===== src/rtl/fifo_control.sv =====
// Flow-control stage in front of the 8-entry memoria buffer: occupancy, flags and memory strobes.
// Optional FIFO_CTRL_ERROR_EN adds a sticky ERROR state entered on a rejected push or pop.
module fifo_control #(
  parameter int DATA_WIDTH = 10,
  parameter int DEPTH      = 8,
  parameter int CNT_WIDTH  = 4
) (
  input  logic                  clk,
  input  logic                  reset,
  input  logic                  init,
  input  logic [CNT_WIDTH-1:0]  umbral_alto,
  input  logic [CNT_WIDTH-1:0]  umbral_bajo,
  input  logic                  push,
  input  logic                  pop,
  input  logic [DATA_WIDTH-1:0] data_in,
  output logic                  wrmem_enable,
  output logic [DATA_WIDTH-1:0] memo_data_in,
  output logic                  rdmem_enable,
  output logic                  valid_out,
  output logic [CNT_WIDTH-1:0]  fifo_count,
  output logic                  full,
  output logic                  empty,
  output logic                  almost_full,
  output logic                  almost_empty,
  output logic                  error,
  output logic [2:0]            state
);

  // state  | meaning
  // RESET  | reset asserted, or first cycle leaving it
  // INIT   | thresholds latched this cycle
  // IDLE   | fifo empty
  // ACTIVE | fifo holds at least one entry
  // ERROR  | sticky overflow/underflow (FIFO_CTRL_ERROR_EN only)
  typedef enum logic [2:0] {
    S_RESET  = 3'b000,
    S_INIT   = 3'b001,
    S_IDLE   = 3'b010,
    S_ACTIVE = 3'b011
`ifdef FIFO_CTRL_ERROR_EN
    , S_ERROR = 3'b100
`endif
  } state_t;

  localparam int PTR_W = $clog2(DEPTH);
  localparam logic [CNT_WIDTH-1:0] DEPTH_C = CNT_WIDTH'(DEPTH);

  state_t               state_r, state_next;
  logic [CNT_WIDTH-1:0] count_r, count_next;
  logic [CNT_WIDTH-1:0] alto_r, bajo_r;
  logic [PTR_W-1:0]     wr_ptr, rd_ptr;
  logic                 live, push_ok, pop_ok;

  assign live    = (state_r != S_RESET);
  assign push_ok = live && push && !full;
  assign pop_ok  = live && pop && !empty;

  assign fifo_count   = count_r;
  assign full         = (count_r == DEPTH_C);
  assign empty        = (count_r == '0);
  // Out-of-range thresholds must never assert, including the <= compare
  assign almost_full  = (alto_r <= DEPTH_C) && (count_r >= alto_r);
  assign almost_empty = (bajo_r <= DEPTH_C) && (count_r <= bajo_r);
  assign state        = state_r;

`ifdef FIFO_CTRL_ERROR_EN
  logic rejected;
  assign rejected = live && ((push && full) || (pop && empty));
  assign error    = (state_r == S_ERROR);
`else
  assign error = 1'b0;
`endif

  always_comb begin
    count_next = count_r;
    case ({push_ok, pop_ok})
      2'b10:   count_next = count_r + CNT_WIDTH'(1);
      2'b01:   count_next = count_r - CNT_WIDTH'(1);
      default: count_next = count_r;
    endcase
  end

  always_comb begin
    state_next = state_r;
    case (state_r)
      S_RESET: state_next = S_INIT;
`ifdef FIFO_CTRL_ERROR_EN
      S_ERROR: state_next = S_ERROR;
`endif
      default: begin
        if (init)
          state_next = S_INIT;
        else if (count_next == '0)
          state_next = S_IDLE;
        else
          state_next = S_ACTIVE;
`ifdef FIFO_CTRL_ERROR_EN
        if (rejected)
          state_next = S_ERROR;
`endif
      end
    endcase
  end

  always_ff @(posedge clk) begin
    if (!reset) begin
      state_r      <= S_RESET;
      count_r      <= '0;
      wr_ptr       <= '0;
      rd_ptr       <= '0;
      alto_r       <= DEPTH_C - CNT_WIDTH'(1);
      bajo_r       <= CNT_WIDTH'(1);
      wrmem_enable <= 1'b0;
      rdmem_enable <= 1'b0;
      valid_out    <= 1'b0;
      memo_data_in <= '0;
    end else begin
      state_r      <= state_next;
      count_r      <= count_next;
      wrmem_enable <= push_ok;
      rdmem_enable <= pop_ok;
      // memory registers its read data one cycle after the strobe
      valid_out    <= rdmem_enable;
      if (push_ok) begin
        memo_data_in <= data_in;
        wr_ptr       <= wr_ptr + PTR_W'(1);
      end
      if (pop_ok)
        rd_ptr <= rd_ptr + PTR_W'(1);
      if (state_r == S_INIT) begin
        alto_r <= umbral_alto;
        bajo_r <= umbral_bajo;
      end
    end
  end

endmodule


===== config.mk =====
export PLATFORM = sky130hd
export DESIGN_NAME = fifo_control
export DESIGN_NICKNAME = d
export VERILOG_FILES = /design/src/rtl/fifo_control.sv
export SDC_FILE = /design/constraint.sdc
export NUM_CORES = 1
export LEC_CHECK = 0
export ABC_CLOCK_PERIOD_IN_PS = 2690
export CAP_MARGIN = 0
export CORE_ASPECT_RATIO = 0.9
export CORE_MARGIN = 8
export CORE_UTILIZATION = 39
export DETAILED_ROUTE_END_ITERATION = 8
export HOLD_SLACK_MARGIN = 0.05
export PLACE_DENSITY_LB_ADDON = 0.1
export SLEW_MARGIN = 20
export SYNTH_ARGS = -nofsm -noshare
export SYNTH_HDL_FRONTEND = slang
export SYNTH_SLANG_ARGS = --single-unit

===== constraint.sdc =====
create_clock -name clk -period 2.69 [get_ports clk]
set_input_delay 0.538 -clock clk [delete_from_list [all_inputs] [get_ports clk]]
set_output_delay 0.538 -clock clk [all_outputs]
set_load 0.005 [all_outputs]

# After elaboration in Yosys (flattened, before gate mapping)
# Index checks and enable logic that the tools add are counted.
[totals]
regBits = 28
input_bits = 23
out_inout_bits = 25
wordCells = 37
[op_classes]
add_sub_neg = 2
magnitude_cmp = 4
eq_ne = 4
mux = 4
bitwise_logic = 1
n_reduce_logical = 13
[ops]
columns = ["op", "count"]
rows = [
  ["$le A4 B4 Y1 const B", 2],
  ["$logic_not A4 Y1", 2],
  ["$pmux W4 S2", 1],
  ["$logic_and A1 B1 Y1", 6],
  ["$add A4 B1 Y4 const B", 1],
  ["$eq A4 B4 Y1 const B", 1],
  ["$ge A4 B4 Y1", 1],
  ["$le A4 B4 Y1", 1],
  ["$sub A4 B1 Y4 const B", 1],
  ["$eq A3 B1 Y1 const B", 1],
  ["$logic_not A3 Y1", 1],
  ["$mux W1", 3],
  ["$reduce_bool A3 Y1", 1],
  ["$reduce_or A3 Y1", 1],
  ["$eq A2 B1 Y1 const B", 1],
  ["$eq A2 B2 Y1 const B", 1],
  ["$logic_not A1 Y1", 2],
  ["$not A1 Y1", 1],
]

# Logic depth before layout (Yosys ltp)
# Gate-level depths: netlist of run 1.
[depth]
depth_word = 9
mapped_depth = 12

# Least setup slack after synthesis of run 1
# No wires, ideal clock.
[synth_timing]
path_kind = "reg-to-reg"
from = "register count_r[1] (netlist: fifo_count[1])"
to = "register state_r[0] (netlist: state[0])"
arrival_ns = 2.508
required_time_ns = 2.570
path_slack_ns = 0.063
path_stages_with_launch = 11
n_path_buf = 1
period_less_slack_ns = 2.627
cell_sequence = "dfxtp_1 -> nor4b_2 -> nor3b_2 -> buf_4 -> inv_1 -> ha_1 -> inv_1 -> fa_1 -> o21ai_0 -> o41a_1 -> a211o_1"
[synth_between]
elab_chain_len = 9
[synth_rtl]
columns = ["element", "line_no", "rtl"]
rows = [
  ["start: declaration", "49", "logic [CNT_WIDTH-1:0] count_r, count_next;"],
  ["start signal: assignment", "119", "count_r <= count_next;"],
  ["$eq A4 B4 Y1 *", "59", "assign full = (count_r == DEPTH_C);"],
  ["net full", "21", "output logic full,"],
  ["$logic_not A1 Y1 *", "55", "assign push_ok = live && push && !full;"],
  ["$logic_and A1 B1 Y1 *", "55", ""],
  ["$eq A2 B1 Y1 / $eq A2 B2 Y1 (equally long branches)", "76", "case ({push_ok, pop_ok})"],
  ["$pmux W4 S2 *", "76", ""],
  ["$logic_not A4 Y1 *", "93", "else if (count_next == '0)"],
  ["$mux W1 *", "93", ""],
  ["$mux W1 *", "91", "if (init)"],
  ["$mux W1 *", "85", "case (state_r)"],
  ["end signal: assignment", "118", "state_r <= state_next;"],
  ["end: declaration", "48", "state_t state_r, state_next;"],
]
# The timed path passes the listed nets; every way through them passes the cells marked *.
# A chain may end at the register's enable or synchronous reset.

# Final worst setup path of run 1
[layout_timing]
from = "input push"
to = "register state_r[0] (netlist: state[0])"
[layout_between]
elab_chain_len = 8
[layout_rtl]
columns = ["element", "line_no", "rtl"]
rows = [
  ["start: declaration", "13", "input logic push,"],
  ["$logic_and A1 B1 Y1 * (2 in series)", "55", ""],
  ["$eq A2 B1 Y1 / $eq A2 B2 Y1 (equally long branches)", "76", ""],
  ["$pmux W4 S2 *", "76", ""],
  ["$logic_not A4 Y1 *", "93", ""],
  ["$mux W1 *", "93", ""],
  ["$mux W1 *", "91", ""],
  ["$mux W1 *", "85", ""],
]
# Mark *: on every way between the ends. The rest lies on a longest branch, timed or not.

==> results.py, run 1 <==
metrics = {
    "clocking": {
        "clockBufferDepth": 2,
        "cts_root_buffer": "clkbuf_8",
        "post_cts_resized": 5,
        "clk_pin_slew_worst_paths_ns": 0.09,
        "htreeDepth": 1,
        "cts_tree": "built",
        "cts_hold_buf": 0,
        "cts_buffers": 3,
        "postCtsSetupRepairBufs": 0,
        "cts.sinks": 27,
        "worstSkewPairLatency_ns": 0.27,
    },
    "timing": {
        "relSlewSlack_pct": 55.7,
        "worst_hold_slack_ns": 0.462,
        "finalHoldViolations": 0,
        "setup_tns_ns": 0,
        "slew_viol_final": 0,
        "rsz0062_at_grt": "false",
        "tightest_slew_ns": 0.663,
        "min_period_over_period_pct": 97.8,
        "setup_ws_ns": 0.0604,
        "setup_viol": 0,
        "skew_ns": 0.00243,
        "fmax_mhz": 380,
        "finalCriticalPeriod_ns": 2.63,
    },
    "placed_design": {
        "portBuffers": 45,
        "hpwlAfterDp_mm": 2.69,
        "routabilityCongestion": 0.781,
        "dpl_worst_slack_ns": -0.270,
        "dpl_cell_area_sq_mm": 0.00183,
        "placedCellCount": 236,
    },
    "logic_synthesis": {
        "synthFlopType": "dfxtp_1",
        "synth_area_leaders": "dfxtp_1, ha_1, mux2i_1, nor2_1, nand2_1",
        "synth-edff-count": 0,
        "ys_seq_area_share_pct": 41.7,
        "synth_top_area_share_pct": 41.7,
        "syn_area_per_cell_sq_um": 8.99,
        "synth.distinct_cells": 31,
        "synthCells": 144,
        "netlist_area_sq_mm": 0.00129,
        "synthDominantAreaCellType": "dfxtp_1",
        "ys_warn_count": 0,
        "synth.ff_latch_count": 27,
        "synthArstFlopShare_pct": 0,
    },
    "final_layout": {
        "drive_above_1_share_pct": 10.7,
        "final_cell_mix": "clkdlybuf4s50_1, dfxtp_1, nor2_1",
        "finalInstanceArea_sq_mm": 0.00190,
        "utilization_pct": 58.0,
        "antenna_cells": 0,
        "final_common_cell": "clkdlybuf4s50_1",
        "area_growth_pct": 46.8,
        "fin_nets": 232,
        "final_cells": 240,
    },
    "global_route": {
        "grt_pass1_wl_mm": 5.72,
        "grt_max_degree": 16,
        "grt_pass1_vias": 1204,
        "grt_usage_pct": 12.7,
        "antenna_found_initial": 0,
        "gr-total-overflow": 0,
    },
    "die": {
        "core_area_sq_mm": 0.00328,
        "die_w_um": 76.7,
        "die_h_um": 70.7,
        "die_area_sq_mm": 0.00542,
        "pin_count": 48,
        "rows": 20,
        "start_util_pct": 39.5,
    },
    "worst_setup_path": {
        "required_ns": 2.85,
        "slowest_delay_ns": 0.45,
        "critPathKind": "input port to register",
        "path_cells": "clkdlybuf4s50_1 > nor3b_2 > inv_1 > ha_1 > ha_1 > a21o_1 > a21oi_2 > mux2i_1 > xnor2_1 > a211o_1",
        "cp_slowest_cell": "clkdlybuf4s50_1",
        "critPathCaptureType": "register",
        "arrival_ns": 2.79,
        "crit_family": "compound AO/OA/AOI/OAI gates",
        "startpoint_type": "input port",
        "crit_fanout": 4,
        "crit_top_cell": "ha_1",
        "crit_buf_inv": 2,
    },
    "min_path": {
        "hp-class": "register to register",
    },
    "detailed_routing": {
        "vias_per_cell": 4.73,
        "routed_wl_mm": 3.28,
        "drc_errors": 0,
        "wl_per_cell_um": 13.7,
        "vias": 1134,
        "dr.pass1.iters": 4,
        "antenna_left": 0,
        "drt_iter0_drc": 38,
    },
    "power_and_ir_drop": {
        "total_power_mw": 1.51,
        "power_density_mw_per_mm2": 794,
        "ir_drop_mv": 0.409,
        "power_leakage_nw": 0.822,
    },
    "run_status": {
        "status": "finished, final reports clean",
    },
    "run": {
        "maxCapViolCount": 0,
    },
}
worst register-to-register path, cell delays in order (launching register included):
cell,delay [ns]
dfxtp_2,0.38
nor4_1,0.43
nor2_1,0.10
ha_1,0.24
ha_1,0.30
a21o_1,0.17
a21oi_2,0.15
mux2i_1,0.26
xnor2_1,0.11
a211o_1,0.29
state kept, by name (all words and copies together), names as in the netlist:
register,count
bajo_r,4
rdmem_enable,1
alto_r,4
fifo_count,4
memo_data_in,10
valid_out,1
state,2
wrmem_enable,1
cells by family (layout without fill, tap and decap cells):
| kind of cell | after synthesis | count (layout) | synth area share, % |
|---|---|---|---|
| fa+ha+maj | 12 | 12 | 12.2 |
| simple gates | 52 | 52 | 19.4 |
| mux | 11 | 11 | 8.50 |
| other cells | 1 | 2 | 0.290 |
| flops | 27 | 27 | 41.7 |
| buf+inv | 18 | 69 | 6.18 |
| compound gates | 20 | 20 | 9.66 |
| xor+xnor | 3 | 3 | 2.03 |
where the power goes:
group	switching [mW]	internal, mW	total (mW)
logic	0.320	0.397	0.717
registers	0.0791	0.488	0.568
clock network	0.120	0.104	0.224
total	0.520	0.989	1.51
routing by layer:
layer	up-vias	global-route usage (%)	wire length (um)
li1	580	-	-
met1	524	14.4	1410
met2	25	21.5	1610
met3	5	5.32	238
met4	0	3.20	23
met5	-	0	0
Yosys cell counts (2+ instances only):
cell type and count:
inv_1 10, nor2b_1 2, buf_4 3, o21ai_0 3, nand2_1 15, a21o_1 3
clkbuf_1 3, ha_1 11, xnor2_1 2, nor2_1 18, a21oi_1 9, nand2b_1 3
o211ai_1 2, and2_1 4, dfxtp_1 27, nor3_1 3, mux2i_1 11, nand3_1 2
path summary, 6_finish.rpt:
path	from	to	slack [ns]	cells after the start
worst max-delay path	push	state[0]$_SDFF_PN0_	0.06	10
worst min-delay path	bajo_r[3]$_SDFFE_PN0N_	bajo_r[3]$_SDFFE_PN0N_	0.46	2
worst max register to register	fifo_count[1]$_SDFF_PN0_	state[0]$_SDFF_PN0_	0.16	9
worst min register to register	bajo_r[3]$_SDFFE_PN0N_	bajo_r[3]$_SDFFE_PN0N_	0.46	2
final cells by class:
type                            instances  area [sq um]
Clock buffer                            3          41.3
Sequential cell                        27           548
Tap cell                               44          55.1
Clock inverter                          1          5.00
Multi-Input combinational cell        100           691
Fill cell                             302          1380
Timing Repair Buffer                   54           519
Inverter                               11          41.3
Power figures use the tool's default switching activity.
==> run 2, diff against run 1 <==
Settings changed: CAP_MARGIN 0 to 20, CORE_UTILIZATION 39 to 41, CTS_BUF_LIST set to sky130_fd_sc_hd__clkbuf_8.
==> run 2 against run 1 <==
  * Sequential cell count stayed put
  * Utilization is 4.6 points higher
  * Final cell count is 0.83% lower
  * Sequential power is 1% lower
  * Clock skew hardly changed
  * Register-to-register slack better by 0.03 ns
  * Critical path type unchanged
  * Critical endpoint unchanged
  * Largest cell class unchanged
==> results.py, run 2 (synthesis gave the netlist of run 1 again) <==
metrics = {
    "timing": {
        "finalCriticalPeriod_ns": 2.57,
        "min_period_over_period_pct": 95.4,
        "tightest_slew_ns": 0.667,
        "skew_ns": 0.00255,
        "setup_viol": 0,
        "worst_hold_slack_ns": 0.465,
        "setup_tns_ns": 0,
        "fmax_mhz": 390,
        "rsz0062_at_grt": "false",
        "slew_viol_final": 0,
        "relSlewSlack_pct": 55.5,
        "finalHoldViolations": 0,
    },
    "die": {
        "die_h_um": 69.3,
        "start_util_pct": 42.6,
        "core_area_sq_mm": 0.00304,
        "die_w_um": 75.2,
        "rows": 19,
        "die_area_sq_mm": 0.00522,
        "pin_count": 48,
    },
    "clocking": {
        "postCtsSetupRepairBufs": 0,
        "cts.sinks": 27,
        "cts_buffers": 3,
        "worstSkewPairLatency_ns": 0.27,
        "cts_root_buffer": "clkbuf_8",
        "cts_tree": "built",
        "clockBufferDepth": 2,
        "clk_pin_slew_worst_paths_ns": 0.09,
        "cts_hold_buf": 0,
        "htreeDepth": 1,
    },
    "final_layout": {
        "seq_area_sq_um": 546,
        "area_growth_pct": 47.1,
        "multi_input_area_sq_um": 696,
        "final_common_cell": "clkdlybuf4s50_1",
        "finalInstanceArea_sq_mm": 0.00190,
        "largest-register": "memo_data_in",
        "final_cell_mix": "clkdlybuf4s50_1, dfxtp_1, nor2_1",
        "drive_above_1_share_pct": 9.18,
        "antenna_cells": 0,
        "largest_reg_flops": 10,
        "fill_cells": 304,
        "fin_nets": 232,
    },
    "worst_setup_path": {
        "endpoint": "state[0]$_SDFF_PN0_",
        "crit_top_cell": "o21ai_0",
        "required_ns": 2.86,
        "startpoint_type": "input port",
        "path_cells": "clkdlybuf4s50_1 > o21ai_0 > nor2_1 > ha_2 > inv_1 > fa_1 > o21ai_0 > o41a_1 > a211o_1",
        "reg2reg_slack_ns": 0.19,
        "path_depth": 9,
        "ff2ff_path_depth": 9,
        "critPathKind": "input port to register",
        "cp_slowest_cell": "fa_1",
        "arrival_ns": 2.73,
        "slowest_delay_ns": 0.48,
        "crit_fanout": 4,
        "crit_family": "compound AO/OA/AOI/OAI gates",
        "critPathCaptureType": "register",
        "reg2reg_to": "state[0]$_SDFF_PN0_",
        "r2r_start": "fifo_count[1]$_SDFF_PN0_",
        "crit_buf_inv": 2,
        "crit_start": "pop",
    },
    "detailed_routing": {
        "vias_per_cell": 4.72,
        "dr.pass1.iters": 4,
        "vias": 1124,
        "routed_wl_mm": 3.18,
        "drc_errors": 0,
        "drt_iter0_drc": 73,
        "wl_per_cell_um": 13.4,
        "antenna_left": 0,
    },
    "min_path": {
        "holdPathStages": 2,
        "hp-start": "bajo_r[3]$_SDFFE_PN0N_",
        "hp-class": "register to register",
    },
    "run": {
        "maxCapViolCount": 0,
    },
    "global_route": {
        "grt_usage_pct": 12.6,
        "gr-total-overflow": 0,
        "grt_pass1_vias": 1153,
        "antenna_found_initial": 0,
        "grt_max_degree": 16,
        "grt_pass1_wl_mm": 5.24,
    },
    "run_status": {
        "status": "finished, final reports clean",
    },
    "power_and_ir_drop": {
        "power_density_mw_per_mm2": 794,
        "ir_drop_mv": 0.391,
        "total_power_mw": 1.51,
        "power_leakage_nw": 0.833,
    },
    "placed_design": {
        "dpl_cell_area_sq_mm": 0.00183,
        "portBuffers": 45,
        "routabilityCongestion": 0.831,
        "hpwlAfterDp_mm": 2.59,
    },
}
run 2: cell count changes in the layout (fill, tap and decap cells not counted):
cell | before | now
dfxtp_1 | 23 | 25
dfxtp_2 | 3 | 1
a21oi_1 | 8 | 9
a21oi_2 | 1 | 0
dlygate4sd2_1 | 1 | 0
dlymetal6s2s_1 | 1 | 2
ha_1 | 11 | 10
ha_2 | 0 | 1
inv_1 | 9 | 10
inv_2 | 1 | 0
nor3b_2 | 1 | 0
nor3b_4 | 0 | 1
run 2: layout make-up:
cell class	count	share of cell area, %
Multi-Input combinational cell	100	36.5
Clock inverter	1	0.263
Sequential cell	27	28.6
Tap cell	42	2.76
Clock buffer	3	2.17
Timing Repair Buffer	54	27.5
Inverter	11	2.17
run 2: per-layer routing:
metal  global-route usage, %  vias to the layer above  wire length, um
met1                    14.9                      518             1390
li1                        -                      576                -
met2                    20.5                       26             1570
met3                    4.19                        4              184
met5                       0                        -                0
met4                    3.84                        0               39
run 2: per-stage QoR:
| stage | utilization, % | setup WS [ns] | cells |
|---|---|---|---|
| 2_1_floorplan | - | 0.0626 | 145 |
| 3_3_place_gp | 60.2 | -0.102 | 234 |
| 3_5_place_dp | 60.2 | -0.182 | 234 |
| 4_1_cts | 61.8 | 0.0112 | 238 |
| 5_1_grt | 62.6 | 0.00896 | 238 |
| 6_report | 62.6 | 0.123 | 238 |
run 2: power by group:
group	switching (mW)	internal (mW)
logic	0.320	0.408
registers	0.0745	0.487
clock network	0.120	0.104
total	0.514	0.999
run 2: worst min-delay path by stage:
stage	end	slack (ns)
floorplan	bajo_r[3]$_SDFFE_PN0N_	0.44
global placement	valid_out$_SDFF_PN0_	0.45
detailed placement	bajo_r[3]$_SDFFE_PN0N_	0.45
CTS	bajo_r[3]$_SDFFE_PN0N_	0.47
global route	bajo_r[3]$_SDFFE_PN0N_	0.49
finish	bajo_r[3]$_SDFFE_PN0N_	0.47
run 2: worst min-delay path, stage by stage, from the launching register on:
cell     delay, ns
dfxtp_1       0.32
nand2_1       0.05
a21oi_1       0.05
run 2: timing repair:
item,in CTS,in global routing
hold endpoints to repair,0,0
setup endpoints to repair,2,3
resized for setup,3,5
